File: src/rtl/bcd_tick_counter.sv
// -----------------------------------------------------------------------------
// bcd_tick_counter
//
// Purpose:
//   A prescaler divides iCLK down to a one-cycle tick enable. A chain of DIGITS
//   cascaded BCD digits counts up or down on that tick. Also provides parallel
//   load, synchronous clear, count enable and a one-cycle wrap/carry pulse.
//   Everything runs in the iCLK domain; the tick is only ever used as an enable.
//
// Parameters:
//   CLK_HZ   input clock frequency in Hz
//   TICK_HZ  tick rate in Hz; DIV = CLK_HZ / TICK_HZ must be an integer >= 2
//   DIGITS   number of cascaded BCD digits, 1..8
//
// Ports:
//   iCLK       in   system clock, rising edge
//   iRST_N     in   asynchronous active-low reset
//   iEN        in   count enable, only looked at on tick cycles
//   iUP        in   direction, 1 = up, 0 = down (sampled on tick cycles)
//   iCLR       in   synchronous clear of counter and prescaler (highest priority)
//   iLOAD      in   synchronous parallel load of the counter
//   iLOAD_VAL  in   load value, digit 0 in bits [3:0]; nibbles > 9 load as 0
//   oTICK      out  one-cycle pulse every DIV clocks
//   oSIG       out  square wave at TICK_HZ
//   oBCD       out  counter value, digit 0 in bits [3:0]
//   oCARRY     out  one-cycle pulse when the full range wraps
//
// Handshake: none. Every input is a level sampled on each rising edge of iCLK;
// there is no valid/ready flow control on this block.
// -----------------------------------------------------------------------------
module bcd_tick_counter #(
    parameter int CLK_HZ  = 50000000,
    parameter int TICK_HZ = 4,
    parameter int DIGITS  = 2
) (
    input  logic                  iCLK,
    input  logic                  iRST_N,
    input  logic                  iEN,
    input  logic                  iUP,
    input  logic                  iCLR,
    input  logic                  iLOAD,
    input  logic [4*DIGITS-1:0]   iLOAD_VAL,
    output logic                  oTICK,
    output logic                  oSIG,
    output logic [4*DIGITS-1:0]   oBCD,
    output logic                  oCARRY
);

    localparam int DIV = (TICK_HZ > 0) ? (CLK_HZ / TICK_HZ) : 0;
    localparam int PW  = (DIV >= 2) ? $clog2(DIV) : 1;

    localparam logic [PW-1:0] LAST = PW'(DIV - 1);
    localparam logic [PW-1:0] HALF = PW'(DIV / 2);

    // Refuse to elaborate with a divider that does not yield an exact tick
    // rate, or with an unsupported digit count.
    if (TICK_HZ <= 0 || (CLK_HZ % TICK_HZ) != 0 || DIV < 2) begin : gBadDiv
        $error("bcd_tick_counter: CLK_HZ/TICK_HZ must be an integer >= 2");
    end
    if (DIGITS < 1 || DIGITS > 8) begin : gBadDigits
        $error("bcd_tick_counter: DIGITS must be in 1..8");
    end

    // -------------------------------------------------------------------------
    // Prescaler: free-running 0..DIV-1. oTICK and oSIG are registered views of
    // the prescaler, so both lag it by one cycle. A clear puts the prescaler,
    // tick and square wave back into their reset state so the tick cadence
    // after a clear is identical to the cadence after reset.
    // -------------------------------------------------------------------------
    logic [PW-1:0] presc;

    always_ff @(posedge iCLK or negedge iRST_N) begin
        if (!iRST_N) begin
            presc <= '0;
            oTICK <= 1'b0;
            oSIG  <= 1'b0;
        end else if (iCLR) begin
            presc <= '0;
            oTICK <= 1'b0;
            oSIG  <= 1'b0;
        end else begin
            presc <= (presc == LAST) ? '0 : presc + 1'b1;
            oTICK <= (presc == LAST);
            oSIG  <= (presc < HALF);
        end
    end

    // -------------------------------------------------------------------------
    // Next-value logic for the digit chain.
    // -------------------------------------------------------------------------
    logic [4*DIGITS-1:0] loadClean;
    logic [4*DIGITS-1:0] stepVal;
    logic                stepWrap;
    logic                chain;

    // Loaded nibbles outside 0..9 are forced to 0 so oBCD always holds BCD.
    always_comb begin
        loadClean = '0;
        for (int i = 0; i < DIGITS; i++) begin
            loadClean[4*i +: 4] = (iLOAD_VAL[4*i +: 4] > 4'd9) ? 4'd0
                                                               : iLOAD_VAL[4*i +: 4];
        end
    end

    // Ripple carry/borrow: `chain` is true while every lower digit has wrapped.
    // If it survives past the top digit the whole range wrapped.
    always_comb begin
        stepVal = oBCD;
        chain   = 1'b1;
        for (int i = 0; i < DIGITS; i++) begin
            if (chain) begin
                if (iUP) begin
                    if (oBCD[4*i +: 4] == 4'd9) begin
                        stepVal[4*i +: 4] = 4'd0;
                    end else begin
                        stepVal[4*i +: 4] = oBCD[4*i +: 4] + 4'd1;
                        chain             = 1'b0;
                    end
                end else begin
                    if (oBCD[4*i +: 4] == 4'd0) begin
                        stepVal[4*i +: 4] = 4'd9;
                    end else begin
                        stepVal[4*i +: 4] = oBCD[4*i +: 4] - 4'd1;
                        chain             = 1'b0;
                    end
                end
            end
        end
        stepWrap = chain;
    end

    // -------------------------------------------------------------------------
    // Counter register. Priority: clear, load, tick+enable, hold.
    // A tick that lands on a clear or load cycle is dropped.
    // -------------------------------------------------------------------------
    always_ff @(posedge iCLK or negedge iRST_N) begin
        if (!iRST_N) begin
            oBCD   <= '0;
            oCARRY <= 1'b0;
        end else if (iCLR) begin
            oBCD   <= '0;
            oCARRY <= 1'b0;
        end else if (iLOAD) begin
            oBCD   <= loadClean;
            oCARRY <= 1'b0;
        end else if (oTICK && iEN) begin
            oBCD   <= stepVal;
            oCARRY <= stepWrap;
        end else begin
            oCARRY <= 1'b0;
        end
    end

endmodule

File: config.mk
export PLATFORM = sky130hd
export DESIGN_NAME = bcd_tick_counter
export DESIGN_NICKNAME = d
export VERILOG_FILES = /design/src/rtl/bcd_tick_counter.sv
export SDC_FILE = /design/constraint.sdc
export NUM_CORES = 1
export LEC_CHECK = 0
export CORE_UTILIZATION = 50
export DETAILED_ROUTE_END_ITERATION = 12
export GPL_TIMING_DRIVEN = 0
export HOLD_SLACK_MARGIN = 0.08
export PLACE_DENSITY = 0.84
export SYNTH_ARGS = -nofsm -noshare
export SYNTH_HDL_FRONTEND = slang
export SYNTH_SLANG_ARGS = --single-unit
export TNS_END_PERCENT = 20
File: constraint.sdc
create_clock -name iCLK -period 1.94 [get_ports iCLK]
set_clock_uncertainty 0.1 [all_clocks]
set_input_delay 0.582 -clock iCLK [delete_from_list [all_inputs] [get_ports iCLK]]
set_output_delay 0.582 -clock iCLK [all_outputs]
set_load 0.01 [all_outputs]
# Word-level counts from Yosys, hierarchy flattened
# Cells that the tools add are included.
[op_classes]
add_sub_neg = 5
magnitude_cmp = 3
n_eq_ne = 3
mux = 26
reduce_logical = 6
[ops]
columns = ["cell", "n"]
rows = [
  ["$mux 24", 2],
  ["$mux 4", 9],
  ["$add 24x1->24 const B", 1],
  ["$eq 24x24->1 const B", 1],
  ["$lt 24x23->1 const B", 1],
  ["$mux 8", 3],
  ["$mux 1", 12],
  ["$add 4x1->4 const B", 2],
  ["$eq 4x4->1 const B", 2],
  ["$gt 4x4->1 const B", 2],
  ["$logic_not 4->1", 2],
  ["$sub 4x1->4 const B", 2],
  ["$reduce_bool 3->1", 2],
  ["$reduce_and 2->1", 1],
  ["$logic_and 1x1->1", 1],
]
[word_totals]
reg_bits = 35
out_inout_bits = 11

# Logic depth before layout (Yosys ltp)
[logic_depth]
ltp_word = 7
ltp_mapped = 7
ltp_nobuf = 7

# Worst setup path before layout
# No wires, ideal clock.
[synth_path]
path_type = "register to register"
start = "reg oBCD[1]"
end = "reg oBCD[6]"
setup_time_ps = 65
t_arrival_ps = 2019
t_required_ps = 1775
setup_slack_ps = -244
stages_incl_launch_ff = 8
path_buffers = 0
synth_period_minus_slack_ps = 2184
path_cell_list = "dfrtp_1 > inv_1 > ha_1 > or3b_4 > a211oi_4 > o21ai_2 > a2111oi_0 > or2_1"
[synth_between]
elab_chain_cells = 5
word_cells_on_any_way = 7
classes_between = "1 x eq/ne; 3 x mux; 3 x reduce/logical"
[synth_lines]
columns = ["element", "line_no", "text"]
rows = [
  ["start, declared", "45", "output logic [4*DIGITS-1:0] oBCD,"],
  ["start signal, assigned", "144", "oBCD <= loadClean;"],
  ["start signal, assigned", "147", "oBCD <= stepVal;"],
  ["$eq 4x4->1 / $logic_not 4->1 (equally long branches)", "113, 120", ""],
  ["$mux 1 (on tied branches)", "113, 120", ""],
  ["$mux 1 (*)", "112", "if (iUP) begin"],
  ["$reduce_bool 3->1 (no source line) (*)", "n/a", ""],
  ["$reduce_and 2->1 (no source line) (*)", "n/a", ""],
]
# Every way passes the cells marked *; elsewhere a longest branch is shown, timed or not.
# A chain may end at the register's enable or synchronous reset.

# Worst setup path after layout
[layout_path]
start = "reg oBCD[4]"
end = "out oBCD[4]"
# No word-level cell between the ends.

==> implementation parameters <==
Parameter                              Value

Outcome
  Status    complete, but fails checks
  Violations in the final reports    negative setup slack

Clock tree
  Clk sink count    35
  Clock tree from TritonCTS    yes
  CTS clock-pin slew for the worst setup and hold paths    70 ps
  Clk root buf    clkbuf_8
  Insertion delay of the later-clocked pin in the worst-skew pair    280 ps
  TritonCTS Buffers    5
  Clock Path Buffers    2
  H-tree depth reported by CTS    2

Floorplanning
  Die Y-Extent    68.1 µm
  Number of cell rows    23
  Chip width    68.1 µm
  Effective utilization at floorplan    0.535
  Std-Cell Core Area    4090 µm²
  I/O pins    25
  Die area    4640 µm²

GRT
  Number of global-route vias before repair    1849
  Sum of overflow across all layers after global routing    0
  Wire length of the first global-routing pass    8.08 mm
  Combined global-route utilization of all metal layers    0.233
  Largest net degree at the start of global routing    36
  Initial antenna violation count    0

Power
  Sw Share    0.259
  Total Power Consumption    1.48 mW
  Combinational share of power    0.144
  Flop pwr share    0.518
  Clock power frac    0.338
  Internal portion of total power    1.09 mW
  Leak    1.15 nW
  Total power per unit cell area    537 nW/µm²
  Worst VDD drop    0.331 mV
  Switching power of the nets    0.383 mW

Finish
  Final std cell area, no fill    2750 µm²
  Area Overhead vs Synth    25.5%
  Final core utilization    0.672
  Inserted Diodes    0
  Ratio of cells with drive above 1 in the final layout    0.173
  Nets    310
  Number of fill cells in the layout    327

Detailed routing
  Routed via count    1963
  Number of DRC markers after the initial detailed-route iteration    98
  DRT antenna net count    0
  Overall routed net length    5.12 mm
  Count of TritonRoute iterations in the first routing pass    4
  Wire per inst    15.1 µm
  Routed vias/inst    5.79
  Number of remaining DRC errors    0

Critical path
  Number of cells on the worst reg-to-reg path    7
  CP endpoint kind    output pin
  CP startpoint kind    flip-flop
  Worst path max stage delay    590 ps
  Crit Reg-Reg Startpoint    oBCD[1]$_DFFE_PN0P_
  CP delay by family, top    buffers and inverters
  Cells along the critical path    clkdlybuf4s50_1
  WP data required    1260 ps
  Category of the critical setup timing path    flip-flop to output pin
  Maximum fanout encountered on the critical timing path    9
  Critical path startpoint    oBCD[4]$_DFFE_PN0P_
  Worst Path Arrival    1390 ps
  Endpoint of the lowest-slack register-to-register path    oBCD[6]$_DFFE_PN0P_
  Buffers plus inverters on the worst setup path    1
  Worst setup path end    oBCD[4]
  Slowest stage cell, crit path    clkdlybuf4s50_1
  Worst-case register-to-register setup slack    -120 ps
  Number of stages on the worst setup path    1

STA
  Setup violation total in the final timing report    6
  Final slew viol count    0
  Fraction of the cycle the final worst path needs    1.07
  Clock period minus worst slack    2070 ps
  Timing-limited maximum frequency    484 MHz
  Summed negative setup slack over all endpoints    -616 ps
  Number of hold violations in the final report    0
  Slew @ Worst Pin    794 ps
  Worst-case headroom to the max-slew limit    0.470
  Post-route setup slack    -128 ps
  Unrepaired setup endpoints after global routing    true

Flow run
  Max capacitance violation total    0

Synth
  Number of enable flip-flop cells after synthesis    0
  Number of nets produced by synthesis    270
  Ranking of synthesized cells by instance count    nor2_1, dfrtp_1, nand2_1, a21oi_1, xor2_1
  Main flop type after synthesis    dfrtp_1
  Synth cell types    47
  Synth area leaders    dfrtp_1, nor2_1, ha_1
  Dominant cell by count in the synthesized netlist    nor2_1
  Yosys synthesis warning count    0
  Cell count after synthesis    248
  Average instance area after synthesis    8.82 µm²
  Cell taking the most area after synthesis    dfrtp_1
  Netlist Area Pre-Place    2190 µm²
  Seq/Total Area, Yosys    0.400
  Post-synth ARST share    1.00
  Top-area cell type share of the netlist area    0.400
  Number of storage elements in the synthesis netlist    35

Hold path
  Min-Delay Path Class    input pin to async pin

Place
  Final estimated routing congestion in global placement    0.848
  Area after detailed placement    2470 µm²
  I/O Buffers    21
  DPL Wire Length    3.28 mm
  Worst slack after detailed placement    -469 ps
[power by group through the flow]
stage | sequential, mW | combinational (mW) | clock [mW]
after detailed placement | 0.779 | 0.185 | 0
after floorplan | 0.779 | 0.102 | 0
final | 0.765 | 0.212 | 0.498
after CTS | 0.763 | 0.203 | 0.517
after global routing | 0.765 | 0.235 | 0.543
after global placement | 0.778 | 0.181 | 0
[layout make-up]
cell class | instances | area (µm²) | area share
Sequential cell | 35 | 878 | 0.320
Buffer | 12 | 67.6 | 0.0246
Clock inverter | 1 | 5.00 | 0.00182
Tap cell | 50 | 62.6 | 0.0228
Multi-Input combinational cell | 192 | 1330 | 0.483
Clock buffer | 7 | 76.3 | 0.0278
Inverter | 9 | 36.3 | 0.0132
Timing Repair Buffer | 33 | 293 | 0.107
[state kept, by name (all words and copies together) (netlist names)]
register / count
oSIG: 1
presc: 24
oTICK: 1
oBCD: 8
oCARRY: 1
[timing repair]
| item | 4_1_cts | 5_1_grt |
|---|---|---|
| gates cloned | 0 | 0 |
| hold buffers | 0 | 0 |
| gates resized for setup | 18 | 17 |
| pin swaps | 9 | 10 |
| setup endpoints to repair | 34 | 31 |
| setup buffers | 10 | 2 |
[cells by family after synthesis]
family	after synthesis	share of synthesized area
AO/OA/AOI/OAI	46	0.145
XOR/XNOR	20	0.0801
buffers and inverters	21	0.0418
AND/OR/NAND/NOR	116	0.277
flip-flops	35	0.400
adder cells (fa/ha/maj)	8	0.0458
multiplexers	2	0.00973
[placed cells by master (no fill, tap or decap), drive strengths merged, types with 7 or more instances in the layout]
cell type      count
ha                 8
nand3             10
o21ai             10
a21oi             11
buf               15
inv                9
clkbuf            17
nand4              9
xnor2              9
clkdlybuf4s50     15
nand2b             7
and3               9
dfrtp             35
xor2              11
nand2             16
nor2              40
[through the flow]
| step | hold slack (ps) | instances |
|---|---|---|
| 4_1_cts | 287 | 337 |
| 3_3_place_gp | 411 | 319 |
| 3_5_place_dp | 421 | 319 |
| 6_report | 280 | 339 |
| 2_1_floorplan | 186 | 248 |
| 5_1_grt | 340 | 339 |
[worst min-delay path by stage]
stage / depth (start not counted) / end / start
2_1_floorplan: 0 / oBCD[0]$_DFFE_PN0P_ / iRST_N
3_3_place_gp: 1 / presc[0]$_DFF_PN0_ / presc[0]$_DFF_PN0_
4_1_cts: 1 / presc[2]$_DFF_PN0_ / iRST_N
3_5_place_dp: 1 / oSIG$_DFF_PN0_ / presc[23]$_DFF_PN0_
5_1_grt: 1 / presc[2]$_DFF_PN0_ / iRST_N
6_report: 1 / presc[2]$_DFF_PN0_ / iRST_N
[routing by layer]
layer,global-route usage,routed length [µm]
met1,0.273,2270
met3,0.0517,190
met4,0.0677,71
met2,0.422,2590
met5,0,0
Note: power is estimated with default switching activity, not from simulation.
